--- src/rtl/cacheline_adaptor.sv ---
// -----------------------------------------------------------------------------
// cacheline_adaptor
//
// Purpose:
//   This block answers the cache's line-granular physical-memory port. It turns
//   each LINE_W-bit line read or write into a burst of BEATS transfers of
//   BURST_W bits each on the main-memory port. It sequences the beats,
//   assembles read lines, splits write lines into beats, and raises a
//   one-cycle line response when the burst is complete.
//
// Ports:
//   clk, rst     clock; synchronous active-high reset
//   address_i    line address from the cache (any byte within the line)
//   read_i       line read request, held by the cache until resp_o
//   write_i      line write request, held by the cache until resp_o
//   line_i       write line from the cache, valid while write_i is high
//   line_o       assembled read line; the cache loads it in the resp_o cycle
//   resp_o       one-cycle pulse that marks the end of the line transfer
//   address_o    line-aligned burst address, held until the next acceptance
//   read_o       burst read request to memory
//   write_o      burst write request to memory
//   burst_o      current write beat, valid from the first write_o cycle
//   burst_i      read beat data from memory, valid when resp_i is high
//   resp_i       per-beat handshake from memory
//
// Handshake semantics:
//   Cache side: the level on read_i/write_i is a request. It is sampled only
//   in IDLE, and the cache holds it until it sees resp_o. resp_o lasts exactly
//   one cycle, in the DONE state. Because requests are ignored outside IDLE, a
//   request level still high during DONE is never taken as a new transaction.
//   Memory side: read_o/write_o stay high for the whole burst. Every cycle with
//   resp_i=1 moves one beat. Cycles with resp_i=0 are wait states and change
//   nothing. For reads, burst_i is captured on each resp_i cycle. For writes,
//   burst_o already holds the beat memory is accepting, and the next beat
//   appears in the cycle after resp_i. resp_i outside RD/WR is ignored.
//
// All outputs are registered. BEATS = LINE_W/BURST_W must be a power of two
// and at least 2.
// -----------------------------------------------------------------------------
module cacheline_adaptor #(
  parameter int LINE_W  = 256,
  parameter int BURST_W = 64,
  parameter int ADDR_W  = 32
) (
  input  logic               clk,
  input  logic               rst,

  // cache-facing line port
  input  logic [ADDR_W-1:0]  address_i,
  input  logic               read_i,
  input  logic               write_i,
  input  logic [LINE_W-1:0]  line_i,
  output logic [LINE_W-1:0]  line_o,
  output logic               resp_o,

  // memory-facing burst port
  output logic [ADDR_W-1:0]  address_o,
  output logic               read_o,
  output logic               write_o,
  output logic [BURST_W-1:0] burst_o,
  input  logic [BURST_W-1:0] burst_i,
  input  logic               resp_i
);

  localparam int BEATS = LINE_W / BURST_W;
  localparam int CNT_W = $clog2(BEATS);
  // Byte-offset bits inside one line; these are cleared in the burst address.
  localparam int OFS   = $clog2(LINE_W / 8);
  localparam logic [CNT_W-1:0] LAST_BEAT = CNT_W'(BEATS - 1);

  typedef enum logic [1:0] {
    IDLE = 2'd0,
    RD   = 2'd1,
    WR   = 2'd2,
    DONE = 2'd3
  } state_t;

  state_t              state;
  logic [CNT_W-1:0]    cnt;
  logic [LINE_W-1:0]   wr_buf;

  logic [CNT_W-1:0]    cnt_nxt;
  logic                last_beat;
  logic [ADDR_W-1:0]   line_addr;
  logic [BURST_W-1:0]  next_beat;

  // ---------------------------------------------------------------------------
  // Combinational helpers
  // ---------------------------------------------------------------------------
  always_comb begin
    cnt_nxt   = cnt + CNT_W'(1);
    last_beat = (cnt == LAST_BEAT);
    line_addr = {address_i[ADDR_W-1:OFS], {OFS{1'b0}}};
  end

  // Selects the write beat that follows the current one. A mux with constant
  // indices keeps the part-selects static.
  always_comb begin
    next_beat = '0;
    for (int b = 0; b < BEATS; b++) begin
      if (cnt_nxt == CNT_W'(b)) begin
        next_beat = wr_buf[b*BURST_W +: BURST_W];
      end
    end
  end

  // ---------------------------------------------------------------------------
  // FSM and all registered outputs
  // ---------------------------------------------------------------------------
  always_ff @(posedge clk) begin
    if (rst) begin
      state     <= IDLE;
      cnt       <= '0;
      wr_buf    <= '0;
      read_o    <= 1'b0;
      write_o   <= 1'b0;
      resp_o    <= 1'b0;
      address_o <= '0;
      burst_o   <= '0;
      line_o    <= '0;
    end else begin
      // resp_o is raised only on the transition into DONE, so it lasts
      // exactly the single DONE cycle.
      resp_o <= 1'b0;

      case (state)
        IDLE: begin
          // A write wins over a read. Both high together is illegal but
          // still handled deterministically.
          if (write_i) begin
            state     <= WR;
            cnt       <= '0;
            address_o <= line_addr;
            wr_buf    <= line_i;
            write_o   <= 1'b1;
            // Beat 0 is ready in the same cycle write_o first goes high.
            burst_o   <= line_i[BURST_W-1:0];
          end else if (read_i) begin
            state     <= RD;
            cnt       <= '0;
            address_o <= line_addr;
            read_o    <= 1'b1;
          end
        end

        RD: begin
          if (resp_i) begin
            // line_o is written in place. It keeps the previous line until
            // the first beat of this read lands.
            for (int b = 0; b < BEATS; b++) begin
              if (cnt == CNT_W'(b)) begin
                line_o[b*BURST_W +: BURST_W] <= burst_i;
              end
            end
            if (last_beat) begin
              read_o <= 1'b0;
              resp_o <= 1'b1;
              state  <= DONE;
            end else begin
              cnt <= cnt_nxt;
            end
          end
        end

        WR: begin
          if (resp_i) begin
            if (last_beat) begin
              write_o <= 1'b0;
              resp_o  <= 1'b1;
              state   <= DONE;
            end else begin
              cnt     <= cnt_nxt;
              burst_o <= next_beat;
            end
          end
        end

        DONE: begin
          // Request levels are still high here. They are deliberately not
          // sampled; the next acceptance can happen in the following IDLE.
          state <= IDLE;
        end

        default: begin
          state <= IDLE;
        end
      endcase
    end
  end

endmodule
--- config.mk ---
export PLATFORM = sky130hd
export DESIGN_NAME = cacheline_adaptor
export DESIGN_NICKNAME = d
export VERILOG_FILES = /design/src/rtl/cacheline_adaptor.sv
export SDC_FILE = /design/constraint.sdc
export NUM_CORES = 1
export LEC_CHECK = 0
export ABC_AREA = 1
export BUFFER_PORTS_ARGS = -buffer_cell sky130_fd_sc_hd__buf_4
export CORE_AREA = 2 2 278 280
export DETAILED_ROUTE_END_ITERATION = 10
export DIE_AREA = 0 0 280 282
export PLACE_DENSITY = 0.61
export RECOVER_POWER = 100
export SLEW_MARGIN = 20
export SYNTH_ARGS = -nofsm -noshare
export SYNTH_HDL_FRONTEND = slang
export SYNTH_SLANG_ARGS = --single-unit
--- constraint.sdc ---
create_clock -name clk -period 1.65 [get_ports clk]
set_input_delay 0.165 -clock clk [delete_from_list [all_inputs] [get_ports clk]]
set_output_delay 0.165 -clock clk [all_outputs]
set_load 0.01 [all_outputs]
==> impl_metrics.prom, run 1 <==
# TYPE chip_impl_metric gauge
chip_impl_info{name="tritoncts",value="built"} 1
chip_impl_metric{name="final_hold_viol_count",unit=""} 1
chip_impl_metric{name="fraction_of_the_yosys_area_taken_by_sequential_cells",unit="%"} 49.3
chip_impl_metric{name="final_setup_violation_count",unit=""} 0
chip_impl_metric{name="htreeDepth",unit=""} 3
chip_impl_metric{name="synthesis.instances",unit=""} 3472
chip_impl_metric{name="placement.io_buffers",unit=""} 701
chip_impl_metric{name="design.die.area",unit="sq um"} 79000
chip_impl_metric{name="cts_buffers",unit=""} 69
chip_impl_metric{name="synth.cell_area",unit="sq um"} 24800
chip_impl_metric{name="combined_global_route_utilization_of_all_metal_layers",unit="%"} 24.1
chip_impl_metric{name="overflow_after_grt",unit=""} 0
chip_impl_info{name="clock_tree.root_cell",value="sky130_fd_sc_hd__clkbuf_16"} 1
chip_impl_metric{name="clock_latency_at_the_later_pin_of_the_worst_skew_pair",unit="ps"} 610
chip_impl_metric{name="pwr_density_cell",unit="nW/um^2"} 1470
chip_impl_metric{name="critPathMaxFanout",unit=""} 7
chip_impl_metric{name="routed_vias",unit=""} 26600
chip_impl_metric{name="vdd_ir_drop_max",unit="mV"} 0.812
chip_impl_metric{name="grt_first_pass_wirelength",unit="mm"} 148
chip_impl_info{name="synth_top_cell_by_area",value="sky130_fd_sc_hd__dfxtp_1"} 1
chip_impl_info{name="timing.critical_path.cells",value="inv_2 > ha_4 > nor2_4 > nor2_4 > nand2_8 > buf_12 > clkbuf_16 > nor2_2 > a21oi_2"} 1
chip_impl_metric{name="ys_warn_count",unit=""} 0
chip_impl_metric{name="pin_count_of_the_biggest_net_entering_global_routing",unit=""} 86
chip_impl_metric{name="antenna_found_initial",unit=""} 11
chip_impl_info{name="outcome",value="finished with violations"} 1
chip_impl_metric{name="cts_num_sinks",unit=""} 610
chip_impl_metric{name="initial_utilization",unit="%"} 32.7
chip_impl_metric{name="timing.hold.ws",unit="ps"} -12.1
chip_impl_metric{name="drc_viols",unit=""} 0
chip_impl_metric{name="top_level_ports",unit=""} 712
chip_impl_metric{name="fin_tns_setup",unit="ps"} 0
chip_impl_metric{name="timing.final.crit_share",unit="%"} 98.6
chip_impl_metric{name="routed_wirelength",unit="mm"} 103
chip_impl_metric{name="detailed_place.area",unit="sq um"} 32000
chip_impl_metric{name="avgRoutedWirePerCell",unit="um"} 18.7
chip_impl_metric{name="post_synth.cell_area_avg",unit="sq um"} 7.14
chip_impl_metric{name="postLayoutCoreUtil",unit="%"} 51.5
chip_impl_metric{name="final_net_count",unit=""} 4878
chip_impl_metric{name="fin_worst_skew",unit="ps"} 18.6
chip_impl_info{name="setup.worst_path.class",value="flop to flop"} 1
chip_impl_metric{name="final_layout_size_suffix_gt1_share",unit="%"} 24.7
chip_impl_metric{name="ctsLongestPathBuffers",unit=""} 3
chip_impl_metric{name="detailedRoute.firstIterationViolations",unit=""} 1845
chip_impl_metric{name="fill_cells",unit=""} 6967
chip_impl_metric{name="finalWorstPathRequiredPeriod",unit="ps"} 1630
chip_impl_info{name="yosys-top-cells-area",value="sky130_fd_sc_hd__dfxtp_1 (49%), sky130_fd_sc_hd__a21oi_1 (13%), sky130_fd_sc_hd__o21ai_0 (11%)"} 1
chip_impl_metric{name="static-leakage-power",unit="nW"} 17.2
chip_impl_info{name="unrepaired_setup_endpoints_after_global_routing",value="yes"} 1
chip_impl_metric{name="detailed_router_iteration_count_before_antenna_repair",unit=""} 5
chip_impl_metric{name="timing.critical_path.arrival",unit="ps"} 2120
chip_impl_info{name="hold_path_class",value="input pin to flop"} 1
chip_impl_metric{name="worst_ep_required_time",unit="ps"} 2150
chip_impl_metric{name="drv_cap",unit=""} 0
chip_impl_info{name="critical_path.startpoint_type",value="flop"} 1
chip_impl_metric{name="max_clock_freq",unit="MHz"} 614
chip_impl_info{name="violations",value="negative hold slack"} 1
chip_impl_metric{name="post_cts_clock_slew_at_the_launch_and_capture_registers_of_the_worst_setup_and_hold_paths",unit="ps"} 60
chip_impl_metric{name="die_w",unit="um"} 280
chip_impl_metric{name="gp_routability_congestion",unit=""} 0.858
chip_impl_info{name="critical-path-slowest-cell",value="sky130_fd_sc_hd__dfxtp_2"} 1
chip_impl_metric{name="finalMaxSlewViolations",unit=""} 0
chip_impl_metric{name="vias_per_cell",unit=""} 4.80
chip_impl_metric{name="register_bit_count_reported_by_yosys",unit=""} 610
chip_impl_metric{name="dp.final_hpwl",unit="mm"} 67.8
chip_impl_metric{name="post_route_antenna_net_violation_count",unit=""} 0
chip_impl_info{name="critical_path.endpoint_type",value="flop"} 1
chip_impl_metric{name="chipHeight",unit="um"} 282
chip_impl_info{name="path_common_cell",value="sky130_fd_sc_hd__nor2_4"} 1
chip_impl_metric{name="synthDominantCellAreaShare",unit="%"} 49.3
chip_impl_metric{name="floorplan.core_area",unit="sq um"} 75700
chip_impl_metric{name="netlist-cell-type-count",unit=""} 20
chip_impl_metric{name="stdcell_area",unit="sq um"} 39000
chip_impl_metric{name="cpPeakStageDelay",unit="ps"} 320
chip_impl_metric{name="row_count",unit=""} 101
chip_impl_metric{name="synthToLayoutAreaGrowth",unit="%"} 57.3
chip_impl_metric{name="first_global_vias",unit=""} 24600
-- critical path, delay by kind of cell (launching register included) --
family / cells / cell delay [ps]
flops: 1 / 320
buf+inv: 3 / 460
fa+ha+maj: 1 / 220
compound gates: 1 / 70
simple gates: 4 / 420
-- cells in the final DEF, fill, tap and decap left out, types with 5 or more instances in the layout --
cell type,count
sky130_fd_sc_hd__a21oi_1,607
sky130_fd_sc_hd__a21oi_2,38
sky130_fd_sc_hd__buf_12,50
sky130_fd_sc_hd__buf_16,13
sky130_fd_sc_hd__buf_4,792
sky130_fd_sc_hd__buf_6,9
sky130_fd_sc_hd__clkbuf_1,17
sky130_fd_sc_hd__clkbuf_16,80
sky130_fd_sc_hd__clkbuf_8,19
sky130_fd_sc_hd__clkinv_2,6
sky130_fd_sc_hd__conb_1,5
sky130_fd_sc_hd__dfxtp_1,606
sky130_fd_sc_hd__diode_2,6
sky130_fd_sc_hd__dlygate4sd3_1,348
sky130_fd_sc_hd__ha_4,8
sky130_fd_sc_hd__inv_1,518
sky130_fd_sc_hd__inv_2,7
sky130_fd_sc_hd__nand2_1,424
sky130_fd_sc_hd__nand2_2,36
sky130_fd_sc_hd__nand2_4,9
sky130_fd_sc_hd__nand3_1,68
sky130_fd_sc_hd__nor2_1,293
sky130_fd_sc_hd__nor2_2,21
sky130_fd_sc_hd__nor2_4,5
sky130_fd_sc_hd__o21ai_0,510
sky130_fd_sc_hd__o21ai_1,32
-- cell type report --
cell class	count	area, sq um	share of cell area [%]
Multi-Input combinational cell	2071	10100	25.8
Antenna cell	6	15.0	0.0385
Tap cell	978	1220	3.14
Inverter	531	2020	5.18
Clock buffer	106	2080	5.33
Sequential cell	610	12200	31.3
Timing Repair Buffer	1225	11200	28.7
Clock inverter	15	175	0.449
-- synth_stat cells --
master and instances:
sky130_fd_sc_hd__nand2_1 470, sky130_fd_sc_hd__nand3b_1 1, sky130_fd_sc_hd__clkinv_1 1, sky130_fd_sc_hd__ha_1 13, sky130_fd_sc_hd__buf_6 1, sky130_fd_sc_hd__buf_1 19
sky130_fd_sc_hd__inv_2 6, sky130_fd_sc_hd__buf_2 60, sky130_fd_sc_hd__dfxtp_1 610, sky130_fd_sc_hd__clkbuf_1 171, sky130_fd_sc_hd__conb_1 1, sky130_fd_sc_hd__nor2_1 319
sky130_fd_sc_hd__nand3_1 72, sky130_fd_sc_hd__buf_4 13, sky130_fd_sc_hd__a21oi_1 645, sky130_fd_sc_hd__nor4_1 1, sky130_fd_sc_hd__nand2_2 1, sky130_fd_sc_hd__inv_1 524
sky130_fd_sc_hd__o21ai_2 1, sky130_fd_sc_hd__o21ai_0 543
-- flip-flops by register name (all words and copies together) (netlist names) --
| name | count |
|---|---|
| address_o | 27 |
| burst_o | 64 |
| cnt | 2 |
| line_o | 256 |
| read_o | 1 |
| resp_o | 1 |
| state | 2 |
| wr_buf | 256 |
| write_o | 1 |
-- where the power goes --
group	total [mW]	switching [mW]	internal, mW	leakage (nW)
sequential	19.3	1.57	17.7	5.00
clock	15.3	6.43	8.89	1.11
combinational	22.8	13.1	9.75	11.1
-- cell families after synthesis --
family	share of synthesized area [%]
AO/OA/AOI/OAI	24.0
AND/OR/NAND/NOR	13.5
buffers and inverters	12.6
flip-flops	49.3
adder cells (fa/ha/maj)	0.656
other	0.0151
-- metrics by stage --
step                worst slack, ps  cells  power, mW
floorplan                      80.0   3476       29.6
global placement               -308   5036       37.6
detailed placement             -286   5036       37.9
CTS                           0.243   5519       55.9
global route                  -55.4   5538       60.5
finish                         22.4   5542       57.4
-- layer usage --
metal	routed length [um]	vias to the layer above	track usage (%)
li1	-	13100	-
met1	42100	12100	29.4
met2	48800	1077	39.7
met3	6880	292	5.00
met4	5460	14	13.2
met5	88	-	0
-- worst paths after layout --
check / startpoint / end / slack, ps / cells past startpoint
max: state[1]$_SDFFE_PP0P_ / burst_o[26]$_SDFFE_PP0P_ / 20 / 9
min: line_i[146] / wr_buf[146]$_SDFFE_PP0P_ / -10 / 4
max reg2reg: state[1]$_SDFFE_PP0P_ / burst_o[26]$_SDFFE_PP0P_ / 20 / 9
min reg2reg: line_o[34]$_SDFFE_PP0P_ / line_o[34]$_SDFFE_PP0P_ / 440 / 2
-- timing repair --
item                                    CTS  global route
endpoints found under the hold margin   597             2
resized for setup                        53           162
gates cloned                              9            10
setup buffers                             8             6
pin swaps                                 5            12
endpoints found under the setup margin  285           193
hold buffers                            346             2
Power figures use the tool's default switching activity.
==> run 2, diff against run 1 <==
- REMOVE_ABC_BUFFERS: default -> 1
==> run 2 against run 1 <==
  * Critical path depth is 1 lower
  * Highest routed layer is now met4
  * Die area stayed put
  * Sequential share of layout area fell by 0.094 points
  * Count of clock-buffer cells in the layout is 13 lower
  * Sequential power is essentially flat
  * Global-route usage is 1.0 points lower
  * First-iteration DRC count down 11%
  * Critical path type unchanged
  * The flow now finishes without violations
==> impl_metrics.prom, run 2 (synthesis results as in run 1) <==
# TYPE chip_impl_metric gauge
chip_impl_metric{name="floorplan.core_area",unit="sq um"} 75700
chip_impl_metric{name="synthToLayoutAreaGrowth",unit="%"} 57.8
chip_impl_metric{name="final_setup_violation_count",unit=""} 0
chip_impl_metric{name="timing.final.crit_share",unit="%"} 99.3
chip_impl_info{name="critical-path-slowest-cell",value="sky130_fd_sc_hd__dfxtp_4"} 1
chip_impl_metric{name="drc_viols",unit=""} 0
chip_impl_metric{name="worst-r2r-cell-count",unit=""} 8
chip_impl_metric{name="worst_ep_required_time",unit="ps"} 2140
chip_impl_metric{name="fin_worst_skew",unit="ps"} 22.7
chip_impl_metric{name="post_cts_clock_slew_at_the_launch_and_capture_registers_of_the_worst_setup_and_hold_paths",unit="ps"} 60
chip_impl_metric{name="dp.final_hpwl",unit="mm"} 64.0
chip_impl_metric{name="final_hold_viol_count",unit=""} 0
chip_impl_info{name="tritoncts",value="built"} 1
chip_impl_info{name="layout.cells.most_common_list",value="sky130_fd_sc_hd__buf_4 (822), sky130_fd_sc_hd__a21oi_1 (633), sky130_fd_sc_hd__dfxtp_1 (606), sky130_fd_sc_hd__inv_1 (519), sky130_fd_sc_hd__nand2_1 (469)"} 1
chip_impl_info{name="critical_path.startpoint_type",value="flop"} 1
chip_impl_metric{name="instances_no_fill",unit=""} 5580
chip_impl_metric{name="row_count",unit=""} 101
chip_impl_metric{name="pin_count_of_the_biggest_net_entering_global_routing",unit=""} 70
chip_impl_info{name="hold_path_class",value="input pin to flop"} 1
chip_impl_metric{name="cts_num_sinks",unit=""} 610
chip_impl_metric{name="drv_cap",unit=""} 0
chip_impl_metric{name="htreeDepth",unit=""} 3
chip_impl_metric{name="vias_per_cell",unit=""} 4.75
chip_impl_metric{name="top_level_ports",unit=""} 712
chip_impl_info{name="setup.worst_path.class",value="flop to flop"} 1
chip_impl_metric{name="static-leakage-power",unit="nW"} 17.4
chip_impl_metric{name="finalWorstPathRequiredPeriod",unit="ps"} 1640
chip_impl_metric{name="detailedRoute.firstIterationViolations",unit=""} 1639
chip_impl_metric{name="max_clock_freq",unit="MHz"} 610
chip_impl_metric{name="first_global_vias",unit=""} 24700
chip_impl_metric{name="timing.reg2reg.setup_slack",unit="ps"} 10
chip_impl_metric{name="cts_buffers",unit=""} 69
chip_impl_info{name="rr_startpoint",value="state[0]$_SDFFE_PP0P_"} 1
chip_impl_metric{name="routed_vias",unit=""} 26500
chip_impl_metric{name="placement.io_buffers",unit=""} 701
chip_impl_metric{name="clock_latency_at_the_later_pin_of_the_worst_skew_pair",unit="ps"} 620
chip_impl_info{name="largestRegisters",value="line_o (256), wr_buf (256), burst_o (64)"} 1
chip_impl_metric{name="vdd_ir_drop_max",unit="mV"} 0.991
chip_impl_metric{name="finalMaxSlewViolations",unit=""} 0
chip_impl_metric{name="final_layout_size_suffix_gt1_share",unit="%"} 23.4
chip_impl_metric{name="pre_cts_ws",unit="ps"} -129
chip_impl_info{name="outcome",value="finished, final reports clean"} 1
chip_impl_info{name="clock_tree.root_cell",value="sky130_fd_sc_hd__clkbuf_16"} 1
chip_impl_metric{name="initial_utilization",unit="%"} 32.7
chip_impl_metric{name="routed_wirelength",unit="mm"} 99.8
chip_impl_info{name="critical_path.endpoint_type",value="flop"} 1
chip_impl_metric{name="chipHeight",unit="um"} 282
chip_impl_metric{name="pwr_density_cell",unit="nW/um^2"} 1460
chip_impl_info{name="worstSetupEndpoint",value="wr_buf[253]$_SDFFE_PP0P_"} 1
chip_impl_metric{name="timing.critical_path.arrival",unit="ps"} 2130
chip_impl_metric{name="design.die.area",unit="sq um"} 79000
chip_impl_metric{name="fill_cells",unit=""} 6999
chip_impl_metric{name="critPathMaxFanout",unit=""} 26
chip_impl_metric{name="gp_routability_congestion",unit=""} 0.853
chip_impl_metric{name="final_net_count",unit=""} 4917
chip_impl_info{name="most_common_library_cell_in_the_layout_ignoring_fill_and_taps",value="sky130_fd_sc_hd__buf_4"} 1
chip_impl_info{name="startpoint",value="state[0]$_SDFFE_PP0P_"} 1
chip_impl_metric{name="detailed_router_iteration_count_before_antenna_repair",unit=""} 5
chip_impl_metric{name="post_route_antenna_net_violation_count",unit=""} 0
chip_impl_metric{name="overflow_after_grt",unit=""} 0
chip_impl_metric{name="antenna_found_initial",unit=""} 5
chip_impl_metric{name="grt_first_pass_wirelength",unit="mm"} 142
chip_impl_metric{name="cpPeakStageDelay",unit="ps"} 360
chip_impl_metric{name="combined_global_route_utilization_of_all_metal_layers",unit="%"} 23.1
chip_impl_metric{name="avgRoutedWirePerCell",unit="um"} 17.9
chip_impl_metric{name="multi_input_comb_area",unit="sq um"} 9730
chip_impl_info{name="worstReg2RegEnd",value="wr_buf[253]$_SDFFE_PP0P_"} 1
chip_impl_metric{name="die_w",unit="um"} 280
chip_impl_metric{name="place.detailed.instances",unit=""} 5076
chip_impl_metric{name="ff_latch_area",unit="sq um"} 12200
chip_impl_info{name="timing.critical_path.cells",value="inv_4 > ha_4 > buf_6 > nand2_8 > buf_12 > buf_16 > o21ai_0 > a21oi_1"} 1
chip_impl_metric{name="ctsLongestPathBuffers",unit=""} 3
chip_impl_metric{name="setup_ws",unit="ps"} 11.9
chip_impl_info{name="unrepaired_setup_endpoints_after_global_routing",value="yes"} 1
run 2: worst min-delay path by stage:
stage,startpoint,to,cells past startpoint
3_5_place_dp,rst,read_o$_SDFFE_PP0P_,2
6_report,read_i,read_o$_SDFFE_PP0P_,5
2_1_floorplan,rst,read_o$_SDFFE_PP0P_,1
3_3_place_gp,rst,read_o$_SDFFE_PP0P_,2
5_1_grt,read_i,read_o$_SDFFE_PP0P_,5
4_1_cts,read_i,read_o$_SDFFE_PP0P_,5
run 2: cell type report:
type	instances	share of cell area [%]
Sequential cell	610	31.2
Timing Repair Buffer	1263	29.4
Multi-Input combinational cell	2072	24.9
Inverter	531	5.19
Clock buffer	93	5.06
Tap cell	978	3.13
Clock inverter	29	1.10
Antenna cell	4	0.0256
run 2: report_power, final:
part | switching, mW | total, mW | internal (mW) | leakage [nW]
Clock | 6.64 | 16.4 | 9.76 | 1.18
Combinational | 12.1 | 21.4 | 9.27 | 11.3
Sequential | 1.53 | 19.2 | 17.7 | 5.00
run 2: layer usage:
metal / track usage (%) / routed length (um) / part of all wire, % / up-vias
li1: - / - / - / 13200
met4: 12.4 / 4970 / 5.0 / 0
met5: 0 / 0 / 0 / -
met1: 28.2 / 41400 / 41 / 12200
met3: 3.91 / 5480 / 5.5 / 268
met2: 38.9 / 48000 / 48 / 896
run 2: timing repair:
action | CTS | global route
endpoints found under the hold margin | 605 | 0
pin swaps | 2 | 5
resized for setup | 46 | 126
gates cloned | 3 | 13
endpoints found under the setup margin | 286 | 328
hold buffers | 350 | 0
setup buffers | 5 | 9
run 2: metrics by stage:
stage | power, mW | hold WS [ps] | TNS, ps | util, % | area (sq um)
global route | 60.2 | 65.6 | -796 | 51.7 | 39100
global placement | 37.9 | 398 | -7080 | 42.7 | 32300
detailed placement | 38.1 | 399 | -12940 | 42.7 | 32300
CTS | 55.9 | 1.51 | -6.00 | 50.8 | 38500
finish | 57.0 | 35.7 | 0 | 51.7 | 39100
floorplan | 27.9 | 234 | -1921760 | - | 23700
run 2: worst max-delay path: cells and delay by family (launching register included):
family          cells  cell delay, ps
compound gates      2             370
fa+ha+maj           1             170
buf+inv             4             540
flops               1             360
simple gates        1              60
